[src/rtl/alu_share_ctrl.sv]
`default_nettype none
// ============================================================================
// Module   : alu_share_ctrl
// Purpose  : Time-shares one external ALU between two requesters
//            (port 0 = execute stage, port 1 = branch/address unit).
//            Round-robin arbitration, operand latching, one-cycle ALU
//            drive and registered result / zero / illegal-opcode flags.
// Ports    : clk, rst_n                   clock, async active-low reset
//            reqN_valid/ready/a/b/op      request channel per port (N=0,1)
//            rspN_valid/ready             response channel per port
//            rsp_result/zero/err          shared registered response data
//            alu_a/b/ctrl -> ALU,  alu_result/zero <- ALU
// Revision : 1.0  initial release
// ============================================================================
module alu_share_ctrl #(
  parameter int WIDTH = 32,
  parameter int OPW   = 4
) (
  input  logic             clk,
  input  logic             rst_n,
  input  logic             req0_valid,
  output logic             req0_ready,
  input  logic [WIDTH-1:0] req0_a,
  input  logic [WIDTH-1:0] req0_b,
  input  logic [OPW-1:0]   req0_op,
  output logic             rsp0_valid,
  input  logic             rsp0_ready,
  input  logic             req1_valid,
  output logic             req1_ready,
  input  logic [WIDTH-1:0] req1_a,
  input  logic [WIDTH-1:0] req1_b,
  input  logic [OPW-1:0]   req1_op,
  output logic             rsp1_valid,
  input  logic             rsp1_ready,
  output logic [WIDTH-1:0] rsp_result,
  output logic             rsp_zero,
  output logic             rsp_err,
  output logic [WIDTH-1:0] alu_a,
  output logic [WIDTH-1:0] alu_b,
  output logic [OPW-1:0]   alu_ctrl,
  input  logic [WIDTH-1:0] alu_result,
  input  logic             alu_zero
);

  localparam logic [OPW-1:0] c_op_add = OPW'(4'b0000);
  localparam logic [OPW-1:0] c_op_sub = OPW'(4'b0001);
  localparam logic [OPW-1:0] c_op_and = OPW'(4'b0010);
  localparam logic [OPW-1:0] c_op_or  = OPW'(4'b0100);
  localparam logic [OPW-1:0] c_op_sll = OPW'(4'b1000);
  localparam logic [OPW-1:0] c_op_srl = OPW'(4'b0011);

  typedef enum logic [1:0] {
    S_IDLE = 2'd0,
    S_EXEC = 2'd1,
    S_RESP = 2'd2
  } state_t;

  state_t           r_state;
  state_t           w_next;
  logic             r_last_grant;  // port served by the most recent handshake
  logic             r_owner;       // port owning the transaction in flight
  logic [WIDTH-1:0] r_a;
  logic [WIDTH-1:0] r_b;
  logic [OPW-1:0]   r_op;
  logic [WIDTH-1:0] r_result;
  logic             r_zero;
  logic             r_err;

  logic             w_any;
  logic             w_grant;
  logic             w_accept;
  logic             w_legal;

  // On a tie the port not served last wins; otherwise the lone requester.
  assign w_any    = req0_valid | req1_valid;
  assign w_grant  = (req0_valid & req1_valid) ? ~r_last_grant : req1_valid;
  assign w_accept = (r_state == S_IDLE) && w_any;

  assign w_legal = (r_op == c_op_add) || (r_op == c_op_sub) ||
                   (r_op == c_op_and) || (r_op == c_op_or)  ||
                   (r_op == c_op_sll) || (r_op == c_op_srl);

  // --------------------------------------------------------------------------
  // FSM state register
  // --------------------------------------------------------------------------
  always_ff @(posedge clk or negedge rst_n) begin
    if (!rst_n) begin
      r_state <= S_IDLE;
    end else begin
      r_state <= w_next;
    end
  end

  // --------------------------------------------------------------------------
  // Next state and handshake outputs
  // --------------------------------------------------------------------------
  always_comb begin
    w_next     = r_state;
    req0_ready = 1'b0;
    req1_ready = 1'b0;
    rsp0_valid = 1'b0;
    rsp1_valid = 1'b0;
    case (r_state)
      S_IDLE: begin
        // Readies are combinational from the valids, so hold them low while
        // reset is asserted to keep the outputs at their reset values.
        if (rst_n && w_any) begin
          req0_ready = ~w_grant;
          req1_ready = w_grant;
          w_next     = S_EXEC;
        end
      end
      S_EXEC: begin
        w_next = S_RESP;
      end
      S_RESP: begin
        rsp0_valid = ~r_owner;
        rsp1_valid = r_owner;
        if (r_owner ? rsp1_ready : rsp0_ready) begin
          w_next = S_IDLE;
        end
      end
      default: begin
        w_next = S_IDLE;
      end
    endcase
  end

  // --------------------------------------------------------------------------
  // Operand latch and response registers
  // --------------------------------------------------------------------------
  always_ff @(posedge clk or negedge rst_n) begin
    if (!rst_n) begin
      r_last_grant <= 1'b1;
      r_owner      <= 1'b0;
      r_a          <= '0;
      r_b          <= '0;
      r_op         <= '0;
      r_result     <= '0;
      r_zero       <= 1'b0;
      r_err        <= 1'b0;
    end else begin
      if (w_accept) begin
        r_a          <= w_grant ? req1_a  : req0_a;
        r_b          <= w_grant ? req1_b  : req0_b;
        r_op         <= w_grant ? req1_op : req0_op;
        r_owner      <= w_grant;
        r_last_grant <= w_grant;
      end
      if (r_state == S_EXEC) begin
        // An illegal code leaves the ALU output undefined, so never sample it.
        if (w_legal) begin
          r_result <= alu_result;
          r_zero   <= alu_zero;
          r_err    <= 1'b0;
        end else begin
          r_result <= '0;
          r_zero   <= 1'b0;
          r_err    <= 1'b1;
        end
      end
    end
  end

  // The ALU inputs simply follow the operand latch, which holds between ops.
  assign alu_a      = r_a;
  assign alu_b      = r_b;
  assign alu_ctrl   = r_op;
  assign rsp_result = r_result;
  assign rsp_zero   = r_zero;
  assign rsp_err    = r_err;

endmodule
`default_nettype wire

[config.mk]
export PLATFORM = sky130hd
export DESIGN_NAME = alu_share_ctrl
export DESIGN_NICKNAME = d
export VERILOG_FILES = /design/src/rtl/alu_share_ctrl.sv
export SDC_FILE = /design/constraint.sdc
export NUM_CORES = 1
export LEC_CHECK = 0
export BUFFER_PORTS_ARGS = -buffer_cell sky130_fd_sc_hd__buf_2
export CORE_ASPECT_RATIO = 1.1
export CORE_UTILIZATION = 43
export CTS_BUF_LIST = sky130_fd_sc_hd__clkbuf_4
export DETAILED_ROUTE_END_ITERATION = 8
export PLACE_DENSITY = 0.79
export SYNTH_ARGS = -nofsm -noshare
export SYNTH_HDL_FRONTEND = slang
export SYNTH_SLANG_ARGS = --single-unit
[constraint.sdc]
create_clock -name clk -period 1.7 [get_ports clk]
set_clock_uncertainty 0.05 [all_clocks]
set_input_delay 0.255 -clock clk [delete_from_list [all_inputs] [get_ports clk]]
set_output_delay 0.255 -clock clk [all_outputs]
set_load 0.005 [all_outputs]
* Word level (Yosys, flattened, before mapping)
Cells that the tools add are included.
W data, S select, Z words.
** Cells by class
- Add/sub/neg operators :: 0
- Multiply operators :: 0
- Divide/modulo/power cells :: 0
- $lt $le $gt $ge :: 0
- Equal/unequal tests :: 9
- Shift-type cells :: 0
- Muxes and demuxes :: 17
- Bitwise logic cells :: 5
- Reduce and logical (&&, ||, !) cells :: 10
** Operators with widths (number)
- $mux W32 :: 3
- $mux W1 :: 10
- $eq A4 B2 Y1 const B :: 2
- $pmux W2 S3 :: 1
- $logic_or A1 B1 Y1 :: 5
- $eq A4 B1 Y1 const B :: 1
- $eq A4 B3 Y1 const B :: 1
- $eq A4 B4 Y1 const B :: 1
- $logic_not A4 Y1 :: 1
- $mux W2 :: 2
- $mux W4 :: 1
- $not A1 Y1 :: 3
- $eq A2 B1 Y1 const B :: 1
- $eq A2 B2 Y1 const B :: 1
- $logic_and A1 B1 Y1 :: 2
- $logic_not A2 Y1 :: 1
- $ne A2 B1 Y1 const B :: 1
- $ne A2 B2 Y1 const B :: 1
- $reduce_and A2 Y1 :: 1
- $and A1 B1 Y1 :: 1
- $or A1 B1 Y1 :: 1
** Word-level totals
- Register bits :: 106
- Latch bits :: 0
- Memory bits (writable) :: 0
- Bits in read-only memories :: 0
- Input port bits :: 175
- Output and inout port bits :: 106
- Logic and storage cells :: 50
- Memories kept :: 0

* Logic depth before layout (Yosys ltp)
Gate-level depths: netlist of the first run.
- Depth after elaboration :: 7
- Mapped depth :: 5
- Mapped depth without buffers :: 3

* Worst setup path after synthesis of the first run
Ideal clock, no wire load.
- Kind :: register to register
- From :: register r_last_grant
- To :: register r_b[17], in the netlist alu_b[17]
- Library setup time :: 0.125 ns
- Arrival :: 1.497 ns
- Required time :: 1.525 ns
- Setup slack :: 0.027 ns
- Cell stages (with the launch flop) :: 6
- Buffers on the path :: 2
- Period minus slack after synthesis :: 1.673 ns
- Cell sequence :: dfstp_2 -> a21bo_1 -> buf_6 -> buf_8 -> mux2_4 -> mux2_4
** On the way
- Word-level cells in the longest chain between the ends :: 3
** RTL lines
- start, declared :: line 60 : logic r_last_grant;
- start signal, assigned :: line 148 : r_last_grant <= w_grant;
- $not A1 Y1 :: line 76 : assign w_grant = (req0_valid & req1_valid) ? ~r_last_grant : req1_valid;
- $mux W1 :: line 76
- $mux W32 :: line 145 : r_b <= w_grant ? req1_b : req0_b;
- end signal, assigned :: line 145
- end, declared :: line 63 : logic [WIDTH-1:0] r_b;
No other way between the ends.
A chain may end at the register's enable or synchronous reset.

* Final worst setup path of the first run
- From :: register r_last_grant
- To :: output req0_ready
** On the way
- Word-level cells in the longest chain between the ends :: 5
** RTL lines
- $not A1 Y1 :: line 76
- $mux W1 :: line 76
- $not A1 Y1 :: line 108 : req0_ready = ~w_grant;
- $mux W1 :: line 107 : if (rst_n && w_any) begin
- $mux W1 :: line 103 : case (r_state)
- end, declared :: line 22 : output logic req0_ready,
No other way between the ends.

==> results.md, run 1 <==
Route:
- After detailed routing, the number of vias per cell comes to 4.94.
- For this run, the detailed router's first-pass iteration total came to 4.
- In this run, the number of DRC markers left after iteration 0 of detailed routing was 250.
- The detail route stage leaves a number of antenna-violating nets equal to 0.
- The number of DRC violations after detailed routing is 0.
- The total number of vias is between 4000 and 5000.
- In the final routed layout, each cell accounts on average for around 17 µm.
- The detailed-route wire length is 15.0 mm.

Synth:
- The fraction of synthesized area in multiplexers is between 30% and 40%.
- Synthesis handed over a netlist of 389 instances.
- Summing the areas of all and, or, nand and nor instances in the mapped netlist gives 5.45% of the synthesized area.
- The synthesized netlist devotes 0% of its cell area to adder and majority cells.
- Yosys printed 0 warnings.
- The distinct cell type count of the synthesized netlist is 28.
- The synthesized design spends more area on one cell type than any other, namely sky130_fd_sc_hd__dfrtp_1.
- The synthesized design devotes to its leading area cell type 47.9% of total area.
- The net count after synthesis is 564.
- The post-synthesis xor/xnor area fraction is 0%.
- The portion of the post-synthesis area used by sequential elements is between 40 and 50%.
- In the post-synthesis netlist, the biggest area contributors are sky130_fd_sc_hd__dfrtp_1 (48%), sky130_fd_sc_hd__mux2_4 (37%), sky130_fd_sc_hd__nand2_1 (4.5%), sky130_fd_sc_hd__a21oi_1 (3.1%), sky130_fd_sc_hd__buf_12 (2.2%).
- After synthesis, the largest family of logic cells by area is multiplexers.
- In this run, synthesis produced a sequential element count of 106.
- The synthesized area divided by synthesized cell count is 14.1 µm².
- For this run, the leading register cell type out of synthesis is sky130_fd_sc_hd__dfrtp_1.
- The number of flops mapped to enable cells by yosys is 0.
- Summing the areas of all compound-gate instances in the mapped netlist gives 4.31% of the synthesized area.
- The fraction of synthesis flops using an asynchronous set or reset pin is 100%.
- After synthesis the cells add up to 5490 µm².

Die:
- The die covers approximately 13000 µm².
- The count of boundary I/O pins is 281.
- The overall die height is 120 µm.
- The initial utilization of the core area, before any placement, comes to 44.8%.
- From left edge to right edge, the die measures 110 µm.
- The core box area is about 12000 µm².
- The initialized floorplan defines 42 standard-cell rows.

Critical path:
- The data arrival time of the worst path is 1560 ps.
- The critical path is of the reg -> out type.
- The worst-path maximum fanout is 4.
- The startpoint kind of the worst setup timing path is a register.
- STA classifies the critical path endpoint as an output pin.
- The required time of the critical path is roughly 1400 ps.

Flow run:
- The tool flagged a number of max-cap violations equal to 0.

Global routing:
- Entering global routing, the biggest net connects 67 pins.
- The wire length of the first global-routing pass is approximately 22 mm.
- The via count of the first global-routing pass was 4539.
- The total overflow left after global routing is 0.
- For this run, the total global-route usage over all layers was measured as 21.9%.
- The number of antenna violations at the first check in global routing is 2.

Clocking:
- The worst-skew pair later-pin latency is 440 ps.
- TritonCTS built the clock tree.
- The clock net in this run drives a total of 106 sinks.
- Buffers inserted during clock tree synthesis total 9.
- The buffer cell driving the clock tree root is sky130_fd_sc_hd__clkbuf_4.
- Clock-pin slew was measured on the worst setup and hold paths at 150 ps.
- The depth of the CTS H-tree is 3.
- The clock passes through at most 2 buffers.

Layout:
- Leaving out fill and tap cells, the most frequent cell in the layout is sky130_fd_sc_hd__buf_2.
- From synthesis to final layout, the design area changed by 45.5%.
- The net total in the final layout is 908.
- The top cell types in the final layout, fill and taps aside, are sky130_fd_sc_hd__buf_2 (278), sky130_fd_sc_hd__mux2_4 (134), sky130_fd_sc_hd__dfrtp_1 (105), sky130_fd_sc_hd__nand2_1 (66), sky130_fd_sc_hd__dlygate4sd3_1 (36).
- The filler-free cell count of the finished design is around 900.
- The number of fill cells is 914.
- The fraction of layout cells with a size suffix above 1 is 65.9%.

Power:
- The proportion of power drawn by combinational gates is 51.6%.
- In this run the static leakage power is 4.30 nW.
- The total power draw is 11.9 mW.
- For this design the ratio of total power to cell area is approximately 1500 nW/µm².
- The net switching fraction of the power is 32.6%.
- The internal power is between 8 and 9 mW.
- The worst-case vdd ir drop is 0.000714 V.
- The share of total power dissipated in the clock network is 11.2%.
- For this design the total switching power over the nets is 3.89 mW.
- Of the total power, registers draw between 30% and 40%.

Outcome:
- The flow ran to the end, but the final reports show violations.
- The checks that failed: negative setup slack.

STA:
- Setup repair after global routing could not meet its margin everywhere.
- The number of hold-slack violations in the final timing report is 0.
- At the pin with the least slew margin, the transition time is 433 ps.
- The count of final setup violators is 70.
- The highest clock frequency the design can meet is around 540 MHz.
- The post-route worst setup slack is -167 ps.
- The max-slew violation total from the final report was 0.
- Counting I/O delays and the setup requirement, the final critical path takes 1870 ps.
- The worst slew margin relative to its limit is 71.1%.
- Dividing the final minimum period by the clock period gives 110%.
- Hold timing on the final database bottoms out at a slack of 99.8 ps.

Placement:
- The global placement routability congestion is about 0.8.
- The placement-stage worst setup slack is -74.1 ps.
- The post-detailed-placement half-perimeter wirelength is 10.1 mm.
- The count of buffers inserted at the top-level ports is 280.
- The post-placement cell count is approximately 810.

Worst hold path:
- The type of the most critical hold path is in -> reg.
[flip-flops by register name, indices dropped and copies added, names as in the netlist]
register      count
alu_a            32
alu_ctrl          4
r_last_grant      1
r_state           2
rsp_result       32
rsp_zero          1
rsp_err           1
alu_b            32
r_owner           1
[logic make-up (layout without fill, tap and decap cells)]
family,after synthesis,in the layout
multiplexers,137,137
other,0,2
AO/OA/AOI/OAI,43,43
flip-flops,106,106
AND/OR/NAND/NOR,75,75
buffers and inverters,28,375
[cells in the mapped netlist (2+ instances only)]
cell,instances
sky130_fd_sc_hd__o21ai_0,2
sky130_fd_sc_hd__nand2b_1,2
sky130_fd_sc_hd__buf_4,7
sky130_fd_sc_hd__buf_12,6
sky130_fd_sc_hd__nand2_1,66
sky130_fd_sc_hd__dfrtp_1,105
sky130_fd_sc_hd__nor2_1,3
sky130_fd_sc_hd__mux2_2,3
sky130_fd_sc_hd__mux2_4,134
sky130_fd_sc_hd__buf_1,3
sky130_fd_sc_hd__clkbuf_1,7
sky130_fd_sc_hd__buf_2,2
sky130_fd_sc_hd__a21oi_1,34
[worst max-delay path, cell delays in order (launching register included)]
cell                      delay, ps
sky130_fd_sc_hd__dfstp_2        570
sky130_fd_sc_hd__a21bo_4        160
sky130_fd_sc_hd__buf_16         110
sky130_fd_sc_hd__and3_4         190
sky130_fd_sc_hd__buf_6           90
[routing by layer]
layer	up-vias	routed length (µm)	GRT usage [%]
li1	2036	-	-
met1	2133	5610	22.8
met2	208	8140	41.2
met3	31	869	4.15
met4	0	379	10.2
met5	-	0	0
[stage by stage]
stage / area (µm²) / TNS [ps] / util, %
2_1_floorplan: 5490 / 0 / -
3_3_place_gp: 7030 / -558 / 57.4
3_5_place_dp: 7030 / -2150 / 57.4
4_1_cts: 7770 / -7270 / 63.5
5_1_grt: 7980 / -11960 / 65.2
6_report: 7980 / -9130 / 65.2
[worst paths after layout]
path | cells after the start | slack (ps) | to | from
max in group asynchronous | 3 | 800 | alu_a[18] | rst_n
min in group asynchronous | 2 | 130 | r_state[1] | rst_n
setup reg to reg | 5 | -160 | alu_a[25] | r_last_grant
setup / recovery | 4 | -170 | req0_ready | r_last_grant
hold reg to reg | 1 | 440 | rsp_err | rsp_err
hold / removal | 3 | 100 | r_state[1] | rsp0_ready
[cell type report]
class,count,area [µm²],area share [%]
repair buffers,360,2350,29.5
clock inverters,4,68.8,0.862
diodes,2,5.00,0.0627
multi-input cells,255,2630,32.9
flip-flops and latches,106,2650,33.2
inverters,1,3.75,0.0470
well taps,154,193,2.41
clock buffers,10,75.1,0.941
[repair_timing]
action,in CTS,in global routing
pin swaps,4,1
hold endpoints to repair,140,0
gates cloned,3,6
hold buffers,36,0
buffers inserted,13,6
gates resized for setup,14,9
setup endpoints to repair,72,72
[power by group through the flow]
| stage | clock, mW | combinational (mW) | sequential (mW) |
|---|---|---|---|
| 3_5_place_dp | 0 | 5.56 | 4.44 |
| 6_report | 1.34 | 6.17 | 4.44 |
| 4_1_cts | 1.40 | 6.00 | 4.42 |
| 2_1_floorplan | 0 | 3.42 | 4.48 |
| 5_1_grt | 1.49 | 6.62 | 4.57 |
| 3_3_place_gp | 0 | 5.38 | 4.39 |
Note: power is estimated with default switching activity, not from simulation.
==> run 2, diff against run 1 <==
==> constraint.sdc (replaced) <==
create_clock -name clk -period 1.7 [get_ports clk]
set_clock_uncertainty 0.05 [all_clocks]
set_input_delay 0.17 -clock clk [delete_from_list [all_inputs] [get_ports clk]]
set_output_delay 0.17 -clock clk [all_outputs]
set_load 0.005 [all_outputs]
==> run 2 against run 1 <==
  * The run still ends with negative setup slack left
  * Global-route usage increased by 3.8 points
  * Setup slack improved by 30 ps
  * Clock power decreased by 21%
  * Total power decreased by 2.8%
  * Highest routed layer unchanged
==> results.md, run 2 (synthesized netlist as in run 1, its figures left out) <==
Clocking:
- The buffer cell driving the clock tree root is sky130_fd_sc_hd__clkbuf_4.
- The depth of the CTS H-tree is 3 (unchanged).
- The TritonCTS clock tree is done.
- The worst-skew pair later-pin latency came to 440 ps (about the same).
- The clock-pin slew on the worst setup and hold paths is 150 ps (about the same).
- The number of sinks driven by the clock tree is 106 (unchanged).
- The maximum buffer depth of the clock tree is 2 (unchanged).
- The number of buffers created by CTS is 9 (unchanged).

Outcome:
- The final reports fail on negative setup slack.
- The flow ran to the end, but the final reports show violations.

Route:
- The number of DRC violations after detailed routing was 0 (unchanged).
- The length of the first detailed-routing pass in iterations is 4 (unchanged).
- The sum of met2 wire segment lengths after detailed routing is 9.45 mm (+16%).
- The post-route antenna net violation count is 0 (unchanged).
- The wire length on met1 is 6.32 mm (+13%).
- The highest layer touched by signal routing is met4.
- The met3 routed wirelength came to 980 µm (+13%).
- The DRC marker count from the first detailed-route iteration is 265 (+6.0%).
- The detailed-route wire length is 17.3 mm (+16%).
- The total number of vias came to 4748 (+7.7%).
- The final routed wire length divided by cell count is 18.1 µm (+7.4%).
- The detail-routed via count per cell was 4.95 (about the same).

Layout:
- The library cell used most frequently in the layout, excluding fill and tap cells, is sky130_fd_sc_hd__buf_2.
- The fraction of layout cells with a size suffix above 1 was 57.8% (-8.1 points).
- The number of fill cells is 816 (-11%).
- The net total in the final layout is 976 (+7.5%).
- The post-layout instance area is 8560 µm² (+7.2%).
- The end-of-flow core utilization is 69.9% (+4.7 points).
- The library cells used most frequently in the layout, excluding fill and tap cells, are sky130_fd_sc_hd__buf_2 (279), sky130_fd_sc_hd__mux2_4 (134), sky130_fd_sc_hd__dlygate4sd3_1 (121), sky130_fd_sc_hd__dfrtp_1 (105), sky130_fd_sc_hd__nand2_1 (66).
- The layout overhead on the synthesized area is 56.0%.

Flow run:
- The number of maximum-capacitance constraint violations is 0 (unchanged).

Critical path:
- The critical path's largest stage delay came to 580 ps (about the same).
- Among the stages of the critical path, the cell type that occurs most often is sky130_fd_sc_hd__mux2_4.
- The data arrival time of the worst path is 2130 ps (+570 ps).
- The required time of the critical path was 1990 ps (+600 ps).
- STA classifies the critical path startpoint as a register.
- The worst setup path is captured at a register.
- For this design, the slowest cell found on the critical path is sky130_fd_sc_hd__dfstp_2.
- The signal on the critical path passes through a21bo_4 -> bufbuf_16 -> mux2_4 -> mux2_4.
- The worst-path maximum fanout is 19 (+15).
- The setup path with the least slack is of type reg -> reg.

STA:
- The count of final setup violators is 70 (unchanged).
- The worst slew margin relative to its limit was 69.7% (-1.4 points).
- The final worst-path cycle share is 108% (-1.8 points).
- The number of hold-slack violations in the final timing report is 0 (unchanged).
- The highest clock frequency the design can meet is 544 MHz (+1.6%).
- The max-slew violation total from the final report is 0 (unchanged).
- The transition time at the pin with the least slew margin is 454 ps (+21.4 ps).
- The post-route minimum period is 1840 ps (-30.0 ps).
- The post-route worst setup slack came to -137 ps (+30.0 ps).
- Setup repair after global routing could not meet its margin everywhere.

Placement:
- The count of buffers inserted at the top-level ports was 280 (unchanged).
- The post-detailed-placement half-perimeter wirelength is 10.1 mm (-0.10%).
- The global placement routability congestion was 0.759 (-2.4%).
- The total cell area at the placement stage is 7020 µm² (-0.14%).

Worst hold path:
- The type of the most critical hold path is in -> reg.

Die:
- The effective utilization at floorplan is 44.8% (unchanged).
- The die footprint is 13200 µm² (unchanged).
- The overall die height is 120 µm (unchanged).
- The count of boundary I/O pins is 281 (unchanged).
- The die span in x was 110 µm (unchanged).
- The number of rows created at floorplan is 42 (unchanged).
- The core box area is 12200 µm² (unchanged).

Global routing:
- The number of antenna violations at the first check in global routing is 3 (+1).
- The remaining global-route overflow is 0 (unchanged).
- The global routing usage summed across all routing layers was 25.7% (+3.8 points).
- The wire length of the first global-routing pass was 25.5 mm (+16%).
- The largest net degree at the start of global routing is 67 (unchanged).
- The via count of the first global-routing pass was 5161 (+14%).

Power:
- The worst-case vdd ir drop is 0.000729 V (+2.0%).
- The power density over cell area came to 1360 nW/µm² (-9.4%).
- The static leakage power is 4.52 nW (+5.1%).
==> run 2: cell types whose count changed in the layout (fill, tap and decap cells not counted), sizes merged <==
cell	delta
dlygate4sd3	+85
clkinvlp	+2
bufbuf	+2
bufinv	-2
clkinv	-1
clkbuf	-3
buf	-16
diode	+1
==> run 2: final cells by class <==
type	count	area (µm²)	area share [%]
diodes	3	7.51	0.0877
multi-input cells	255	2610	30.5
inverters	1	3.75	0.0439
well taps	154	193	2.25
clock buffers	10	75.1	0.877
flip-flops and latches	106	2650	31.0
repair buffers	428	3000	35.0
clock inverters	3	20.0	0.234
==> run 2: metrics by stage <==
step	total power, mW	TNS (ps)	hold WS [ps]	setup WS (ps)	instances
detailed placement	9.98	-2300	-34.6	-77.5	810
floorplan	7.90	0	-176	27.4	389
finish	11.6	-6870	40.1	-137	960
global placement	9.74	-644	-34.2	-36.8	810
CTS	11.5	-6940	0.535	-138	951
global route	12.3	-9520	-2.96	-180	960
==> run 2: power breakdown <==
group / internal [mW] / switching (mW)
Sequential: 3.71 / 0.734
Combinational: 3.67 / 2.43
Clock: 0.293 / 0.770
==> run 2: routing by layer <==
metal	up-vias	track usage, %
met5	-	0
met4	0	12.5
met3	48	5.71
met2	219	48.3
met1	2313	26.1
li1	2168	-
==> run 2: worst paths after layout <==
kind,from,cells after the start,to,slack [ps]
min,req1_a[19],3,alu_a[19],40
max,r_last_grant,4,alu_b[0],-140
min in group asynchronous,rst_n,2,r_owner,150
max reg2reg,r_last_grant,4,alu_b[0],-140
max in group asynchronous,rst_n,3,alu_a[11],640
min reg2reg,rsp_err,1,rsp_err,470
==> run 2: what timing repair did <==
item                                    CTS  global route
pin swaps                                 3             1
hold buffers                            119             2
hold endpoints to repair                186             2
setup buffers                             6             2
gates resized for setup                   5             0
endpoints found under the setup margin   70            72
cloned                                    3             2
==> run 2: critical path, delay by kind of cell, from the launching register on <==
family | cells | cell delay, ps
mux | 2 | 580
flops | 1 | 580
buf+inv | 1 | 350
compound gates | 1 | 180
